## config.mk

```make
export PLATFORM = sky130hd
export DESIGN_NAME = fp16_mult_result_queue
export DESIGN_NICKNAME = d
export VERILOG_FILES = /design/src/rtl/fp16_mult_result_queue.sv
export SDC_FILE = /design/constraint.sdc
export NUM_CORES = 1
export LEC_CHECK = 0
export ABC_AREA = 1
export CAP_MARGIN = 20
export CORE_MARGIN = 5
export CORE_UTILIZATION = 30
export CTS_CLUSTER_SIZE = 25
export DETAILED_ROUTE_END_ITERATION = 10
export PLACE_DENSITY = 0.56
export SLEW_MARGIN = 20
export SYNTH_ARGS = -nofsm -noshare
export SYNTH_HDL_FRONTEND = slang
export SYNTH_SLANG_ARGS = --single-unit
export TNS_END_PERCENT = 20
```

## constraint.sdc

```tcl
create_clock -name CLK -period 2.5 [get_ports CLK]
set_input_delay 0.5 -clock CLK [delete_from_list [all_inputs] [get_ports CLK]]
set_output_delay 0.5 -clock CLK [all_outputs]
set_load 0.005 [all_outputs]
```

## src/rtl/fp16_mult_result_queue.sv

```systemverilog
// fp16_mult_result_queue
// Result buffer behind the half-precision multiplier. Each accepted product is
// classified (zero / subnormal / inf / qnan / snan) and stored with its class
// in a first-word-fall-through FIFO toward the writeback consumer. Sticky
// exception flags accumulate the classes of every accepted product until
// cleared.
//
// Build option: define FP16_FTZ_EN to flush subnormal products to signed zero
// at push time. The flush is recorded as zero|subnormal in the stored flags.
// Without the macro, products are stored bit-exact.

module fp16_mult_result_queue #(
    parameter int DEPTH = 4,
    parameter int CNT_W = $clog2(DEPTH + 1)
) (
    input  logic             CLK,
    input  logic             RST,
    input  logic             in_valid,
    input  logic [15:0]      in_product,
    output logic             in_ready,
    output logic             out_valid,
    output logic [15:0]      out_product,
    output logic [4:0]       out_flags,
    input  logic             out_ready,
    input  logic             flag_clear,
    output logic [4:0]       sticky_flags,
    output logic [CNT_W-1:0] count
);

    localparam int PTR_W = $clog2(DEPTH);
    localparam logic [CNT_W-1:0] FULL_CNT = CNT_W'(DEPTH);

    // Class bit positions in the 5-bit flag vector.
    localparam int F_ZERO = 0;
    localparam int F_SUB  = 1;
    localparam int F_INF  = 2;
    localparam int F_QNAN = 3;
    localparam int F_SNAN = 4;

    typedef struct packed {
        logic [4:0]  flags;
        logic [15:0] product;
    } entry_t;

    entry_t           mem_q [DEPTH];
    logic [PTR_W-1:0] wr_ptr_q, wr_ptr_d;
    logic [PTR_W-1:0] rd_ptr_q, rd_ptr_d;
    logic [CNT_W-1:0] count_q, count_d;
    logic [4:0]       sticky_q, sticky_d;

    logic             push;
    logic             pop;
    entry_t           new_entry;
    logic [4:0]       exp_w;
    logic [9:0]       mant_w;

    assign in_ready  = (count_q != FULL_CNT);
    assign out_valid = (count_q != '0);
    assign push      = in_valid & in_ready;
    assign pop       = out_valid & out_ready;

    assign exp_w  = in_product[14:10];
    assign mant_w = in_product[9:0];

    // Classify the incoming product and form the entry to be stored.
    always_comb begin
        // NOTE: every output of this block gets a default first so no path
        // leaves it unassigned, which would otherwise infer a latch.
        new_entry.flags   = '0;
        new_entry.product = in_product;
        if (exp_w == 5'h00) begin
            if (mant_w == 10'h000) begin
                new_entry.flags[F_ZERO] = 1'b1;
            end else begin
`ifdef FP16_FTZ_EN
                new_entry.flags[F_ZERO] = 1'b1;
                new_entry.flags[F_SUB]  = 1'b1;
                new_entry.product       = {in_product[15], 15'b0};
`else
                new_entry.flags[F_SUB]  = 1'b1;
`endif
            end
        end else if (exp_w == 5'h1F) begin
            if (mant_w == 10'h000) begin
                new_entry.flags[F_INF] = 1'b1;
            end else if (mant_w[9]) begin
                new_entry.flags[F_QNAN] = 1'b1;
            end else begin
                new_entry.flags[F_SNAN] = 1'b1;
            end
        end
    end

    // Next-state for pointers, occupancy and sticky flags.
    always_comb begin
        wr_ptr_d = wr_ptr_q;
        rd_ptr_d = rd_ptr_q;
        count_d  = count_q;
        if (push) begin
            wr_ptr_d = wr_ptr_q + 1'b1;
        end
        if (pop) begin
            rd_ptr_d = rd_ptr_q + 1'b1;
        end
        case ({push, pop})
            2'b10:   count_d = count_q + 1'b1;
            2'b01:   count_d = count_q - 1'b1;
            default: count_d = count_q;
        endcase
        // A set in the same cycle as a clear survives the clear.
        sticky_d = (flag_clear ? 5'b0 : sticky_q) | (push ? new_entry.flags : 5'b0);
    end

    // Control state register with synchronous reset.
    always_ff @(posedge CLK) begin
        // NOTE: state registers use non-blocking assignment so every flop
        // samples the pre-edge value of its inputs.
        if (RST) begin
            wr_ptr_q <= '0;
            rd_ptr_q <= '0;
            count_q  <= '0;
            sticky_q <= '0;
        end else begin
            wr_ptr_q <= wr_ptr_d;
            rd_ptr_q <= rd_ptr_d;
            count_q  <= count_d;
            sticky_q <= sticky_d;
        end
    end

    // Entry storage; written on push only.
    always_ff @(posedge CLK) begin
        // NOTE: storage is deliberately not reset; stale entries are hidden
        // because the head outputs are masked while the queue is empty.
        if (push) begin
            mem_q[wr_ptr_q] <= new_entry;
        end
    end

    assign out_product  = out_valid ? mem_q[rd_ptr_q].product : 16'h0000;
    assign out_flags    = out_valid ? mem_q[rd_ptr_q].flags   : 5'h00;
    assign sticky_flags = sticky_q;
    assign count        = count_q;

endmodule

```

==> run metrics, run 1 <==
status=completed; Req. time, crit path=2.00 ns; Max-slew headroom=0.631; critical path arrival=between 1.5 and 2 ns; total track usage=0.109; Initial Util=0.308; dpl ws=0.148 ns; Commonest cells post-synth=nor2_1, edfxtp_1, a21oi_1, o21ai_0, inv_1; CTS tree=yes; Seq/Total Area, Yosys=0.685; DRT Pass-1 Iters=4; crit path kind=flop to primary output; largest cells by area after synthesis=edfxtp_1, nor2_1, dfxtp_1, a21oi_1, o21ai_0; number of enable flip-flop cells after synthesis=84; fin util=0.389; placed insts=583; IO Count=52; HP Class=flop to flop; Synthesized Nets=between 300 and 400; share of cells above drive strength 1=0.104; post-synth top area share=0.616; Clk Latency, worst-skew pair=0.33 ns; clock-pin slew on the worst setup and hold paths=0.06 ns; GR peak layer=met2; largest family of logic cells by synthesized area=simple AND/OR/NAND/NOR gates; Post-Syn Area=4090 um2; Total Wirelength=8.48 mm; HPWL after detailed placement=5.47 mm; GR Util met3=0.0298; Yosys cell types=27; 1st-iter DRT viols=136; via count=approximately 2600; endpoints failing setup=0; cts bufs inserted=9; pwr dens=1020 nW/um2; final period utilization=0.969; Ant. Diodes=0; Compound-Gate Fraction of Synth Area=0.0954; drt via density=4.42; setup ws final=around 0.078 ns; fillers=1247; RSZ-0062 raised after global routing=true; met2 usage=0.181; max_cap viols=0; area post-placement=~4800 um2; antenna violations before repair=0; area grow syn2layout=26.5%; most common cell in the netlist=nor2_1; Final Slew Violations=0; clk_skew=roughly 0.0046 ns; core area=13300 um2; Final Instance Area=5180 um2; Die Width=127 um; post-synth top area cell=edfxtp_1; DR WL/cell=14.2 um; number of buffers added on ports=slightly above 50; Fin. Hold Viols=0; grt met1 use=0.136; Async SR Flop Fraction=0; number of global-route vias before repair=2626; Die Y=127 um; XOR/XNOR share of the synthesized area=0.00214; Tightest Pin Transition=0.552 ns; nets=445; Pleak=1.78 nW; YS warnings=0; top_reg_cell synth=edfxtp_1; endpoint type of the worst setup path=primary output; Cell Rows=between 40 and 50; post-synthesis mux area share=0; Worst Hold Slack=0.472 ns; Seq cells post-synth=around 100; peak supply drop=638 uV; average cell area after synthesis=about 11 um2; Clock Tree Root=clkbuf_16; crit start category=flop; Post-Layout Cell Count=599; fmax=just over 400 MHz; first-pass GRT wire length=13.5 mm; overflow left after global routing=0; CTS Buffer Depth=2; CTS H-tree lvls=3; Post-Synthesis Cells=362; # DRC=0; Setup Fix Bufs, Post-CTS=0; Routability Congestion=a little over 0.7; crit path time final=2.42 ns; # clock sinks=~100; CTS hold repair buffers=0; adder-cell share of the synthesized area=0.0202; largest net degree at the start of global routing=24; CP Max Fanout=22; die footprint=16100 um2; Routed Antenna Nets=0; simple-gate area share of the yosys netlist=0.148
==> cell families after synthesis <==
logic type,after synthesis
DFF,98
and+or+nand+nor,141
AOI/OAI and AO/OA,76
buffers and inverters,40
adders and majority gates,6
xor gates and xnor gates,1
==> path summary, 6_finish.rpt <==
kind,slack [ns],depth (start not counted),endpoint,start
max reg2reg,0.50,11,count[2],count[1]
min,0.47,2,sticky_flags[1],sticky_flags[1]
min reg2reg,0.47,2,sticky_flags[1],sticky_flags[1]
max,0.08,6,out_product[9],flop
==> critical path, cell delays in order, from the launching register on <==
cell,delay (ns)
dfxtp_2,0.40
buf_8,0.19
nor2_1,0.07
nor2_1,0.08
o21ai_0,0.09
a21oi_1,0.21
clkdlybuf4s50_1,0.55
==> power breakdown <==
group	internal (mW)	total [mW]	switching, mW
Combinational	0.765	1.64	0.877
Sequential	1.95	2.02	0.0754
Clock	1.07	1.62	0.549
Total	3.79	5.29	1.50
==> routing by layer <==
metal	vias to the layer above	share of wire
met3	5	0.040
met4	0	0.0090
met1	1251	0.44
li1	1346	-
met5	-	0
met2	45	0.51
==> registers in the layout, indices dropped and copies added, names as in the netlist, named ones only <==
name / cells
sticky_flags: 5
rd_ptr_q: 2
count: 3
mem_q: 84
wr_ptr_q: 2
==> what timing repair did <==
| item | 4_1_cts | 5_1_grt |
|---|---|---|
| setup endpoints to repair | 9 | 19 |
| endpoints found under the hold margin | 0 | 0 |
| resized for setup | 3 | 6 |
==> per-stage QoR <==
step / total power, mW / TNS (ns)
floorplan: 2.94 / 0
global placement: 3.68 / 0
CTS: 5.35 / -0.0112
detailed placement: 3.71 / 0
finish: 5.29 / 0
global route: 5.59 / -0.0157
==> cells in the final DEF (no fill, tap or decap), drive strengths merged, types with 3 or more instances in the layout <==
cell,synthesis,routed
buf,11,10
nor3,3,3
nand2,21,21
edfxtp,84,84
a21oi,30,30
nor2,108,108
dfxtp,14,14
clkdlybuf4s50,0,51
inv,24,23
clkinv,0,3
clkbuf,5,10
ha,5,5
nand3,6,6
o21ai,44,44
bufinv,0,4
==> area by class of cell <==
cell class	count	area [um2]	share of cell area
Clock inverter	6	129	0.0249
Sequential cell	98	2800	0.542
Timing Repair Buffer	61	601	0.116
Multi-Input combinational cell	224	1090	0.211
Inverter	24	100	0.0193
Clock buffer	10	229	0.0442
Tap cell	176	220	0.0425
Note: power is estimated with default switching activity, not from simulation.
==> inputs of run 2 (changes only) <==
CORE_UTILIZATION = 35   (was 30)
PLACE_DENSITY = 0.63   (was 0.56)
==> run 2 against run 1 <==
Net effect: register-to-register slack about the same; largest cell class unchanged; clock skew increased by 0.00065 ns; setup slack better by 0.057 ns; die area shrank 13%; clock power down 20%; flip-flop and latch count did not move; final cell count down 5.2%; sequential power about the same.
==> run metrics, run 2 (synthesis results as in run 1) <==
number of global-route vias before repair=2663 (+1.4%); clk_skew=0.00521 ns (+0.000654 ns); number of flip-flops in the largest register=84 (unchanged); endpoint type of the worst setup path=primary output; largest stage delay on the critical path=0.54 ns (about the same); clock-pin slew on the worst setup and hold paths=0.06 ns (about the same); HP Class=flop to flop; Tightest Pin Transition=0.510 ns (-0.0417 ns); # DRC=0 (unchanged); most common cell after layout, fill and taps aside=nor2_1; endpoints failing setup=0 (unchanged); 1st-iter DRT viols=141 (+3.7%); IO Count=52 (unchanged); peak supply drop=684 uV (+7.2%); Routed Antenna Nets=0 (unchanged); max_cap viols=0 (unchanged); Total Wirelength=8.25 mm (-2.7%); core area=11400 um2 (-14%); Max-slew headroom=0.659 (+0.0279); pwr dens=979 nW/um2 (-4.1%); total track usage=0.122 (+0.0130); fmax=423 MHz (+2.4%); fin util=0.445 (+0.0559); area grow syn2layout=24.2%; Clk Latency, worst-skew pair=0.33 ns (about the same); status=completed; share of cells above drive strength 1=0.104 (-0.000490); Initial Util=0.358 (+0.0506); # clock sinks=98 (unchanged); final period utilization=0.946 (-0.0230); first-pass GRT wire length=13.4 mm (-0.97%); CP Max Fanout=13 (-41%); RSZ-0062 raised after global routing=false; CTS H-tree lvls=3 (unchanged); DRT Pass-1 Iters=5 (+1); CTS Buffer Depth=2 (unchanged); area post-placement=4780 um2 (-0.23%); cts bufs inserted=9 (unchanged); die footprint=14000 um2 (-13%); antenna violations before repair=0 (unchanged); critical path arrival=1.86 ns (-0.06 ns); Ant. Diodes=0 (unchanged); most frequent CP cell=nor2_1; Req. time, crit path=2.00 ns (about the same); crit start category=flop; Die Y=118 um (-6.8%); HPWL after detailed placement=5.47 mm (about the same); nets=448 (+0.67%); critical-path cell list=buf_6 -> nor2_1 -> nor2_1 -> o21ai_0 -> a21oi_1 -> clkdlybuf4s50_1; slowest stage cell, crit path=clkdlybuf4s50_1; Final Instance Area=5080 um2 (-1.8%); most flop-heavy register=mem_q; Clock Tree Root=clkbuf_16; DR WL/cell=14.5 um (+2.6%); crit path time final=2.36 ns (-0.0575 ns); number of buffers added on ports=51 (unchanged); via count=2669 (+0.83%); Routability Congestion=0.746 (+3.2%); crit path kind=flop to primary output; largest net degree at the start of global routing=25 (+4.2%); Pleak=1.78 nW (about the same); Worst Hold Slack=0.470 ns (-0.00159 ns); TNS Setup=0 ns (unchanged); overflow left after global routing=0 (unchanged); most frequent cells in the layout=nor2_1, edfxtp_1, clkdlybuf4s50_1; Fin. Hold Viols=0 (unchanged); Cell Rows=39 (-7.1%); CTS tree=yes; drt via density=4.70 (+6.3%); Final Slew Violations=0 (unchanged); Die Width=118 um (-6.8%)
## run 2: path summary, 6_finish.rpt
kind	depth (start not counted)	to	slack [ns]	start
worst min-delay path	2	sticky_flags[1]	0.47	sticky_flags[1]
worst max-delay path	6	out_product[8]	0.14	flop
worst max register to register	12	count[2]	0.49	count[1]
worst min register to register	2	sticky_flags[1]	0.47	sticky_flags[1]
## run 2: what timing repair did
action,in CTS,in global routing
hold buffers,0,0
setup endpoints to repair,21,15
pin swaps,1,1
setup buffers,0,0
resized for setup,6,4
## run 2: critical path: cells and delay by family (launching register included)
family,cells,cell delay [ns]
and+or+nand+nor,2,0.13
DFF,1,0.42
buffers and inverters,2,0.71
AOI/OAI and AO/OA,2,0.28
## run 2: cell type report
cell class                      instances  area (um2)
Fill cell                            1078        6330
Sequential cell                        98        2810
Multi-Input combinational cell        224        1090
Timing Repair Buffer                   64         634
Clock buffer                           11         233
Tap cell                              143         179
Inverter                               24        97.6
Clock inverter                          4        43.8
## run 2: report_power, final
| group | switching (mW) | total (mW) | internal, mW |
|---|---|---|---|
| Clock | 0.524 | 1.29 | 0.763 |
| Sequential | 0.0881 | 2.04 | 1.95 |
| Combinational | 0.865 | 1.65 | 0.786 |
## run 2: metal layers
| metal | vias to the layer above | track usage | share of wire |
|---|---|---|---|
| li1 | 1354 | - | - |
| met1 | 1242 | 0.145 | 0.42 |
| met2 | 59 | 0.207 | 0.51 |
| met3 | 14 | 0.0258 | 0.048 |
| met4 | 0 | 0.0609 | 0.021 |
| met5 | - | 0 | 0 |
## run 2: metrics by stage
| step | std cells | setup slack [ns] | total power, mW |
|---|---|---|---|
| floorplan | 362 | 0.533 | 2.94 |
| global placement | 553 | 0.224 | 3.70 |
| detailed placement | 553 | 0.104 | 3.72 |
| CTS | 568 | 0.0135 | 5.04 |
| global route | 568 | 0.00562 | 5.29 |
| finish | 568 | 0.135 | 4.98 |
